$ cat config.mk
export PLATFORM = sky130hd
export DESIGN_NAME = sdh_rx_frame_aligner_flat
export DESIGN_NICKNAME = d
export VERILOG_FILES = /design/src/rtl/sdh_rx_frame_aligner_pkg.sv /design/src/rtl/sdh_rx_frame_aligner_if.sv /design/src/rtl/sdh_rx_frame_aligner_unpacker.sv /design/src/rtl/sdh_rx_frame_aligner.sv /design/src/flat_wrapper.sv
export SDC_FILE = /design/constraint.sdc
export NUM_CORES = 1
export LEC_CHECK = 0
export ABC_AREA = 1
export CORE_UTILIZATION = 55
export CTS_BUF_LIST = sky130_fd_sc_hd__clkbuf_16
export DETAILED_ROUTE_END_ITERATION = 8
export PLACE_DENSITY = 0.73
export REMOVE_ABC_BUFFERS = 1
export SYNTH_ARGS = -nofsm -noshare
export SYNTH_HDL_FRONTEND = slang
export SYNTH_SLANG_ARGS = --single-unit
$ cat constraint.sdc
create_clock -name sdh_clk -period 8.27 [get_ports sdh_clk]
set_clock_uncertainty 0.2 [all_clocks]
set_input_delay 2.0675 -clock sdh_clk [delete_from_list [all_inputs] [get_ports sdh_clk]]
set_output_delay 2.0675 -clock sdh_clk [all_outputs]
set_load 0.05 [all_outputs]
$ cat src/rtl/sdh_rx_frame_aligner_pkg.sv
`default_nettype none
// ============================================================================
// Module   : sdh_rx_pkg
// Brief    : Shared constants and state type for the SDH receive aligner.
// Revision : 1.0 - initial release
// ============================================================================
package sdh_rx_pkg;

   localparam logic [7:0] c_a1_byte     = 8'hF6;
   localparam logic [7:0] c_a2_byte     = 8'h28;
   localparam int         c_frame_bytes = 2430;

   typedef enum logic [1:0] {
      HUNT    = 2'd0,
      PRESYNC = 2'd1,
      SYNC    = 2'd2
   } state_t;

endpackage
`default_nettype wire

$ cat src/rtl/sdh_rx_frame_aligner_if.sv
`default_nettype none
// ============================================================================
// Module   : sdh_rx_frame_aligner_if
// Brief    : GTX word input and aligned byte output bundle of the aligner.
// Revision : 1.0 - initial release
// ============================================================================
interface sdh_rx_frame_aligner_if;

   logic [31:0] gtx_rx_data;
   logic        gtx_rx_vld;
   logic [7:0]  rx_byte;
   logic        rx_byte_vld;
   logic        rx_frame_start;
   logic        rx_in_frame;
   logic        rx_lof;
   logic        rx_ovf_err;

   modport master (
      output gtx_rx_data, gtx_rx_vld,
      input  rx_byte, rx_byte_vld, rx_frame_start, rx_in_frame, rx_lof, rx_ovf_err
   );

   modport slave (
      input  gtx_rx_data, gtx_rx_vld,
      output rx_byte, rx_byte_vld, rx_frame_start, rx_in_frame, rx_lof, rx_ovf_err
   );

endinterface
`default_nettype wire

$ cat src/rtl/sdh_rx_frame_aligner_unpacker.sv
`default_nettype none
// ============================================================================
// Module   : sdh_word_unpacker
// Brief    : 2-deep word buffer with sticky overflow, serialised MSB lane first.
// Revision : 1.0 - initial release
// ============================================================================
module sdh_word_unpacker (
   input  wire        clk,
   input  wire        rst_n,
   input  wire [31:0] i_data,
   input  wire        i_vld,
   output logic [7:0] o_byte,
   output logic       o_strb,
   output logic       o_ovf_err
);

   logic [31:0] r_mem [2];
   logic        r_wr_ptr;
   logic        r_rd_ptr;
   logic [1:0]  r_count;
   logic [31:0] r_word;
   logic [1:0]  r_lane;
   logic        r_active;
   logic        r_ovf;
   logic        w_pop;
   logic        w_push;

   // Next word is fetched while lane 0 is on the wire so strobes run gap-free.
   assign w_pop  = (!r_active || (r_lane == 2'd0)) && (r_count != 2'd0);
   assign w_push = i_vld && ((r_count != 2'd2) || w_pop);

   always_ff @(posedge clk) begin
      if (!rst_n) begin
         r_mem[0] <= '0;
         r_mem[1] <= '0;
         r_wr_ptr <= 1'b0;
         r_rd_ptr <= 1'b0;
         r_count  <= 2'd0;
         r_word   <= '0;
         r_lane   <= 2'd0;
         r_active <= 1'b0;
         r_ovf    <= 1'b0;
      end else begin
         if (w_push) begin
            r_mem[r_wr_ptr] <= i_data;
            r_wr_ptr        <= ~r_wr_ptr;
         end
         if (i_vld && !w_push) begin
            r_ovf <= 1'b1;
         end
         if (w_pop) begin
            r_word   <= r_mem[r_rd_ptr];
            r_rd_ptr <= ~r_rd_ptr;
            r_lane   <= 2'd3;
            r_active <= 1'b1;
         end else if (r_active) begin
            r_lane <= r_lane - 2'd1;
            if (r_lane == 2'd0) begin
               r_active <= 1'b0;
            end
         end
         r_count <= r_count + {1'b0, w_push} - {1'b0, w_pop};
      end
   end

   assign o_byte    = r_word[{r_lane, 3'b000} +: 8];
   assign o_strb    = r_active;
   assign o_ovf_err = r_ovf;

endmodule
`default_nettype wire

$ cat src/rtl/sdh_rx_frame_aligner.sv
`default_nettype none
// ============================================================================
// Module   : sdh_rx_frame_aligner
// Brief    : STM-1 A1/A2 frame hunter with confirm/flywheel, 32-bit GTX input.
// Revision : 1.0 - initial release
// ============================================================================
module sdh_rx_frame_aligner
   import sdh_rx_pkg::*;
#(
   parameter int         FRAME_BYTES = c_frame_bytes,
   parameter int         CONFIRM_CNT = 2,
   parameter int         LOSS_CNT    = 4,
   parameter logic [7:0] A1_BYTE     = c_a1_byte,
   parameter logic [7:0] A2_BYTE     = c_a2_byte
) (
   input  wire                   sdh_clk,
   input  wire                   rst_n,
   sdh_rx_frame_aligner_if.slave bus
);

   localparam int c_cnt_w  = $clog2(FRAME_BYTES);
   localparam int c_good_w = $clog2(CONFIRM_CNT + 1);
   localparam int c_bad_w  = $clog2(LOSS_CNT + 1);

   localparam logic [c_cnt_w-1:0]  c_cnt_last  = c_cnt_w'(FRAME_BYTES - 1);
   localparam logic [c_cnt_w-1:0]  c_cnt_one   = c_cnt_w'(1);
   localparam logic [c_good_w-1:0] c_good_one  = c_good_w'(1);
   localparam logic [c_good_w-1:0] c_good_done = c_good_w'(CONFIRM_CNT);
   localparam logic [c_bad_w-1:0]  c_bad_one   = c_bad_w'(1);
   localparam logic [c_bad_w-1:0]  c_bad_lost  = c_bad_w'(LOSS_CNT);

   logic [7:0]          r_dl [6];
   logic [2:0]          r_fill;
   logic [c_cnt_w-1:0]  r_cnt;
   logic [c_good_w-1:0] r_good;
   logic [c_bad_w-1:0]  r_bad;
   state_t              r_state;
   logic [7:0]          r_byte;
   logic                r_byte_vld;
   logic                r_frame_start;
   logic                r_in_frame;
   logic                r_lof;

   logic [7:0]          w_byte;
   logic                w_strb;
   logic                w_ovf_err;
   logic                w_out;
   logic                w_match;
   logic                w_expect;
   logic [c_good_w-1:0] w_good_inc;
   logic [c_bad_w-1:0]  w_bad_inc;

   sdh_word_unpacker u_unpacker (
      .clk       (sdh_clk),
      .rst_n     (rst_n),
      .i_data    (bus.gtx_rx_data),
      .i_vld     (bus.gtx_rx_vld),
      .o_byte    (w_byte),
      .o_strb    (w_strb),
      .o_ovf_err (w_ovf_err)
   );

   // r_dl[5] is the oldest byte: the one leaving the line on this strobe.
   assign w_out      = w_strb && (r_fill == 3'd6);
   assign w_match    = (r_dl[5] == A1_BYTE) && (r_dl[4] == A1_BYTE) && (r_dl[3] == A1_BYTE) &&
                       (r_dl[2] == A2_BYTE) && (r_dl[1] == A2_BYTE) && (r_dl[0] == A2_BYTE);
   assign w_expect   = (r_cnt == '0);
   assign w_good_inc = r_good + c_good_one;
   assign w_bad_inc  = r_bad + c_bad_one;

   always_ff @(posedge sdh_clk) begin
      if (!rst_n) begin
         for (int i = 0; i < 6; i++) begin
            r_dl[i] <= '0;
         end
         r_fill        <= 3'd0;
         r_cnt         <= '0;
         r_good        <= '0;
         r_bad         <= '0;
         r_state       <= HUNT;
         r_byte        <= '0;
         r_byte_vld    <= 1'b0;
         r_frame_start <= 1'b0;
         r_in_frame    <= 1'b0;
         r_lof         <= 1'b1;
      end else begin
         r_byte_vld    <= w_out;
         r_frame_start <= w_out && (r_state == SYNC) && w_expect;
         if (w_strb) begin
            r_dl[0] <= w_byte;
            for (int i = 1; i < 6; i++) begin
               r_dl[i] <= r_dl[i-1];
            end
            if (r_fill != 3'd6) begin
               r_fill <= r_fill + 3'd1;
            end
         end
         if (w_out) begin
            r_byte <= r_dl[5];
            r_cnt  <= (r_cnt == c_cnt_last) ? '0 : r_cnt + c_cnt_one;
            unique case (r_state)
               HUNT: begin
                  // Matched byte is outputting now with count 0.
                  if (w_match) begin
                     r_cnt   <= c_cnt_one;
                     r_good  <= c_good_one;
                     r_state <= PRESYNC;
                  end
               end
               PRESYNC: begin
                  if (w_expect) begin
                     if (w_match) begin
                        r_good <= w_good_inc;
                        if (w_good_inc == c_good_done) begin
                           r_state    <= SYNC;
                           r_bad      <= '0;
                           r_in_frame <= 1'b1;
                           r_lof      <= 1'b0;
                        end
                     end else begin
                        r_state <= HUNT;
                     end
                  end
               end
               SYNC: begin
                  if (w_expect) begin
                     if (w_match) begin
                        r_bad <= '0;
                     end else begin
                        r_bad <= w_bad_inc;
                        if (w_bad_inc == c_bad_lost) begin
                           r_state    <= HUNT;
                           r_in_frame <= 1'b0;
                           r_lof      <= 1'b1;
                        end
                     end
                  end
               end
               default: r_state <= HUNT;
            endcase
         end
      end
   end

   assign bus.rx_byte        = r_byte;
   assign bus.rx_byte_vld    = r_byte_vld;
   assign bus.rx_frame_start = r_frame_start;
   assign bus.rx_in_frame    = r_in_frame;
   assign bus.rx_lof         = r_lof;
   assign bus.rx_ovf_err     = w_ovf_err;

endmodule
`default_nettype wire
$ cat src/flat_wrapper.sv
// flat-port wrapper written by rule: the top's interface ports become plain ports
module sdh_rx_frame_aligner_flat import sdh_rx_pkg::*;
#(
   parameter int         FRAME_BYTES = c_frame_bytes,
   parameter int         CONFIRM_CNT = 2,
   parameter int         LOSS_CNT    = 4,
   parameter logic [7:0] A1_BYTE     = c_a1_byte,
   parameter logic [7:0] A2_BYTE     = c_a2_byte
)
  (sdh_clk, rst_n, bus_gtx_rx_data, bus_gtx_rx_vld, bus_rx_byte, bus_rx_byte_vld, bus_rx_frame_start, bus_rx_in_frame, bus_rx_lof, bus_rx_ovf_err);
  sdh_rx_frame_aligner_if bus_i ();
  input  wire sdh_clk;
  input  wire rst_n;
  input wire logic [$bits(bus_i.gtx_rx_data)-1:0] bus_gtx_rx_data;
  input wire logic [$bits(bus_i.gtx_rx_vld)-1:0] bus_gtx_rx_vld;
  output wire logic [$bits(bus_i.rx_byte)-1:0] bus_rx_byte;
  output wire logic [$bits(bus_i.rx_byte_vld)-1:0] bus_rx_byte_vld;
  output wire logic [$bits(bus_i.rx_frame_start)-1:0] bus_rx_frame_start;
  output wire logic [$bits(bus_i.rx_in_frame)-1:0] bus_rx_in_frame;
  output wire logic [$bits(bus_i.rx_lof)-1:0] bus_rx_lof;
  output wire logic [$bits(bus_i.rx_ovf_err)-1:0] bus_rx_ovf_err;
  assign bus_i.gtx_rx_data = bus_gtx_rx_data;
  assign bus_i.gtx_rx_vld = bus_gtx_rx_vld;
  assign bus_rx_byte = bus_i.rx_byte;
  assign bus_rx_byte_vld = bus_i.rx_byte_vld;
  assign bus_rx_frame_start = bus_i.rx_frame_start;
  assign bus_rx_in_frame = bus_i.rx_in_frame;
  assign bus_rx_lof = bus_i.rx_lof;
  assign bus_rx_ovf_err = bus_i.rx_ovf_err;
  sdh_rx_frame_aligner #(.FRAME_BYTES(FRAME_BYTES), .CONFIRM_CNT(CONFIRM_CNT), .LOSS_CNT(LOSS_CNT), .A1_BYTE(A1_BYTE), .A2_BYTE(A2_BYTE)) u_core (.sdh_clk(sdh_clk), .rst_n(rst_n), .bus(bus_i));
endmodule
* Word level (Yosys, flattened, before mapping)
Memory sizes are Yosys's and may differ from the RTL's. A register that Yosys moved wholly into a read port is not among the register bits.
Cells that the tools add are included.
** Word-level totals
- Flip-flop bits (word level) :: 42
- Memory bits (writable) :: 112
- Bits of input ports :: 35
- Output and inout port bits :: 13
- Logic and storage cells :: 140
- Memories kept :: 2
** Cells by class
- Add/sub/neg operators :: 7
- Equality and inequality tests :: 22
- Shift-type cells :: 1
- Mux-type cells :: 55
- Bitwise gates (word level) :: 8
- Reduce and logical (&&, ||, !) cells :: 29
** Memories
- u_core.u_unpacker.r_mem :: words 2, bits a word 32, rd ports 1, clocked after memory_dff 1, write ports 2, RTL line sdh_rx_frame_aligner_unpacker.sv:17 : logic [31:0] r_mem [2];
- u_core.r_dl :: words 6, bits a word 8, rd ports 6, clocked after memory_dff 0, write ports 6, RTL line sdh_rx_frame_aligner.sv:32 : logic [7:0] r_dl [6];
** Operators with widths (number)
- 8-bit 2-to-1 mux :: 6
- 12-bit 2-to-1 mux :: 3
- 32-bit 2-to-1 mux :: 1
- 32-bit OR reduction :: 1
- 32-bit by 6-bit indexed part select with 8-bit output :: 1
- 8-bit by 6-bit == test with 1-bit output, second input constant :: 3
- 8-bit == test, second input constant :: 3
- 1-bit 2-to-1 mux :: 24
- 2-bit 2-to-1 mux :: 11
- 3-bit 2-to-1 mux :: 5
- 12-bit by 1-bit adder with 12-bit output, second input constant :: 1
- 12-bit == test, second input constant :: 1
- 12-bit zero test :: 1
- 1-bit logical AND :: 11
- 2-bit by 1-bit inequality test with 1-bit output, second input constant :: 5
- 8-bit AND reduction :: 1
- 2-bit nonzero test :: 4
- 7-bit AND reduction :: 1
- 3-bit by 1-bit adder with 3-bit output, second input constant :: 2
- 3-bit == test, second input constant :: 2
- 2-bit inequality test, second input constant :: 3
- 3-bit inequality test, second input constant :: 2
- 1-bit OR :: 6
- 2-bit one-hot mux with 3 select lines :: 1
- 16 further kinds :: 23

* Logic depth before layout (Yosys ltp)
- Word-level depth :: 10
- Depth in mapped cells :: 13
- Mapped depth without buffers :: 13

* Hierarchy
Synthesis repeated with hierarchy kept, for this count alone.
** Second synthesis, totals
- Cell total of the unflattened synthesis :: 967
- Area total of the unflattened synthesis :: 8320.5 µm²
** Modules (own cells, without submodules)
- sdh_word_unpacker :: instances 1, cells each 512, area an instance 4550.6 µm², sequential area each 2722.6 µm²
- sdh_rx_frame_aligner :: instances 1, cells each 455, area an instance 3769.9 µm², sequential area each 2122.0 µm²

* Worst setup path before layout
Ideal clock, no wire load.
- Path type :: input to register
- Start point :: input port rst_n
- End point :: memory u_core.r_dl[0][0] (enable)
- Setup time :: 0.584 ns
- Arrival time :: 3.472 ns
- Required time :: 7.486 ns
- Path slack :: 4.014 ns
- Cell stages on the path :: 3
- Buffers on the path :: 2
- Cells stage by stage :: clkbuf_1 -> buf_1 -> nand2_1
** RTL lines
- start, declared :: RTL line flat_wrapper.sv:13 : input wire rst_n;
- end, declared :: RTL line sdh_rx_frame_aligner.sv:32

* Worst setup path in the final report
- Start point :: register u_core.r_byte[6] (netlist: u_core.bus.rx_byte[6]) (read register of u_core.r_dl)
- End point :: output port bus_rx_byte[6]
** RTL lines
- start, declared :: RTL line sdh_rx_frame_aligner.sv:38 : logic [7:0] r_byte;
- end, declared :: RTL line flat_wrapper.sv:16 : output wire logic [$bits(bus_i.rx_byte)-1:0] bus_rx_byte;
No word-level cell between the ends.

==> results.yml <==
clock_tree:
  root_buffer: "clkbuf_16"
  clock_latency_ns: 0.43
  cts_tree: "built"
  clk_pin_slew_ns: 0.07
  ctsResizeCount: 0
  postCtsSetupRepairBufs: 0
  cts_sinks: 186
  cts_buffers: 17
  cts_htree_levels: 4
  clk_path_buf_depth: 2
  ctsHoldBuffers: 0
layout:
  final_area_um2: 9260
  fin_util: 0.654
  drive_gt1_frac: 0.0752
  nets: 993
  synthToLayoutAreaGrowth_pct: 14.3
  n_fill_cell: 1159
  antenna_cells: 0
  fin_cells: 1137
sta:
  setup_viol: 0
  min_period_ns: 3.83
  max_freq_mhz: 261
  setup_tns_ns: 0
  fin_crit_sh: 0.463
  finalHoldViolations: 0
  holdWs_ns: 0.253
  fin_ws_ns: 4.44
  relSlewSlack: 0.272
  rsz0062_at_grt: "false"
  worst_pin_slew_ns: 1.09
  drv_slew: 0
placement:
  place_inst: 1105
  post-dp-hpwl_mm: 8.92
  gp_congestion: 0.831
  placedInstanceArea_um2: 8710
  pre_cts_slack_ns: 4.11
  port_buffers: 47
power:
  seq_power_share: 0.500
  power.switching_mw: 0.803
  pwr-share-clk: 0.294
  p_total_mw: 2.57
  p_sw_frac: 0.313
  power_density_nw_per_um2: 277
  p_int_mw: 1.76
  combPwrFrac: 0.206
  power.leakage_nw: 3.75
  vdd_drop_max_mv: 0.170
floorplan:
  io_pins: 48
  die_h_um: 123
  fp-row-count: 43
  die_w_um: 123
  coreArea_um2: 14100
  dieArea_um2: 15200
  start_util: 0.573
critical_path:
  max_stage_delay_ns: 0.80
  crit_type: "reg -> out"
  path_buf_inv: 1
  cp_data_arrival_time_ns: 1.56
  crit_slowest_cell: "clkdlybuf4s50_1"
  crit_required_ns: 6.00
  cp_cell_sequence: "clkdlybuf4s50_1"
  crit_fanout: 2
  cp_top_family: "buffers and inverters"
  end_kind: "output port"
  start_kind: "register"
global_routing:
  grt_pass1_wl_mm: 23.9
  grt_pass1_vias: 5177
  grt_usage: 0.206
  antenna_found_initial: 0
  grt_overflow: 0
  grt_max_degree: 71
synth:
  ys.flop_type: "edfxtp_1"
  synthTopCellsByArea: "edfxtp_1 42%, dfxtp_1 18%, nor2_1 9.0%, nand2_1 7.7%, inv_1 5.0%"
  synth_cell_types: 36
  netlist.area_leader.share: 0.415
  seq_area_frac_synth: 0.598
  synth-edff-count: 112
  netlist_area_um2: 8100
  ys_warn_count: 0
  yosysTopAreaCell: "edfxtp_1"
  syn_inst: 908
  async_flop_share: 0
  syn_avg_cell_area_um2: 8.92
  ys_seq_elements: 186
drt:
  wl_per_cell_um: 12.6
  routed_via_density: 5.07
  wl_met3_um: 567
  first_pass_iters: 4
  wirelength_mm: 14.3
  wl_met1_mm: 6.27
  top_layer_used: "met4"
  num_vias: 5761
  drt-initial-drc-count: 335
  wl_met2_mm: 7.29
  route.detailed.drc: 0
  postRouteAntennaNets: 0
worst_hold_path:
  hold_class: "reg -> reg"
flow_run:
  cap_violations: 0
outcome:
  status: "completed"
-- cells in the final DEF (no fill, tap or decap), drive strengths merged --
| master | count |
|---|---|
| a211oi | 1 |
| o211ai | 1 |
| nor4 | 3 |
| o21ai | 56 |
| a21oi | 27 |
| nand4 | 7 |
| nor3b | 1 |
| clkbuf | 17 |
| a31oi | 34 |
| buf | 9 |
| o31ai | 1 |
| nand3b | 1 |
| clkinvlp | 4 |
| clkinv | 7 |
| or2 | 2 |
| nor3 | 9 |
| edfxtp | 112 |
| nand2 | 170 |
| dfxtp | 74 |
| nor2 | 201 |
| inv | 127 |
| and2 | 1 |
| clkdlybuf4s50 | 46 |
| nand3 | 22 |
| bufinv | 1 |
| xor2 | 9 |
| ha | 14 |
-- state kept, by name (all words and copies together) (netlist names) --
signal / flops
u_core.u_unpacker.r_word: 32
u_core.bus.rx_frame_start: 1
u_core.bus.rx_byte: 8
u_core.u_unpacker.r_count: 2
u_core.r_cnt: 12
u_core.bus.rx_byte_vld: 1
u_core.bus.rx_in_frame: 1
u_core.r_fill: 3
u_core.u_unpacker.o_strb: 1
u_core.r_good: 2
u_core.r_bad: 3
u_core.u_unpacker.r_lane: 2
u_core.u_unpacker.r_mem: 64
u_core.u_unpacker.o_ovf_err: 1
u_core.u_unpacker.r_rd_ptr: 1
u_core.u_unpacker.r_wr_ptr: 1
u_core.bus.rx_lof: 1
u_core.r_dl: 48
u_core.r_state: 2
-- layout make-up --
cell class / count / area [um2] / share of cell area
clock buffers: 17 / 425 / 0.0459
clock inverters: 15 / 125 / 0.0135
inverters: 124 / 468 / 0.0505
multi-input cells: 560 / 2650 / 0.286
flip-flops and latches: 186 / 4840 / 0.523
well taps: 180 / 225 / 0.0243
repair buffers: 55 / 526 / 0.0567
-- kinds of logic (layout without fill, tap and decap cells) --
family,Yosys count,after routing,share of synthesized area
fa+ha+maj,14,14,0.0216
flops,186,186,0.598
compound gates,120,120,0.0817
buf+inv,162,211,0.0767
xor+xnor,9,9,0.00973
simple gates,417,417,0.212
-- power groups by stage --
stage          logic, mW  clock network [mW]  registers (mW)
2_1_floorplan      0.366                   0            1.29
3_3_place_gp       0.524                   0            1.30
3_5_place_dp       0.530                   0            1.30
4_1_cts            0.535               0.771            1.29
5_1_grt            0.617               0.809            1.31
6_report           0.528               0.755            1.28
-- final timing paths --
path / slack (ns) / end / startpoint / cells past startpoint
hold reg to reg: 0.25 / u_core.u_unpacker.o_ovf_err / u_core.u_unpacker.o_ovf_err / 2
setup reg to reg: 4.87 / u_core.u_unpacker.r_count[1] / u_core.u_unpacker.r_lane[0] / 11
setup / recovery: 4.44 / bus_rx_byte[6] / u_core.bus.rx_byte[6] / 1
hold / removal: 0.25 / u_core.u_unpacker.o_ovf_err / u_core.u_unpacker.o_ovf_err / 2
-- metal layers --
| metal | vias up | GRT usage |
|---|---|---|
| li1 | 2998 | - |
| met1 | 2634 | 0.248 |
| met2 | 114 | 0.359 |
| met3 | 15 | 0.0517 |
| met4 | 0 | 0.0663 |
| met5 | - | 0 |
-- synth_stat cells, drive strengths merged (7+ instances only) --
master / instances
nand2: 170
a21oi: 27
clkbuf: 27
ha: 14
nor3: 9
buf: 11
dfxtp: 74
nand4: 7
edfxtp: 112
o21ai: 56
nor2: 201
xor2: 9
nand3: 22
a31oi: 34
inv: 123
Power figures use the tool's default switching activity.
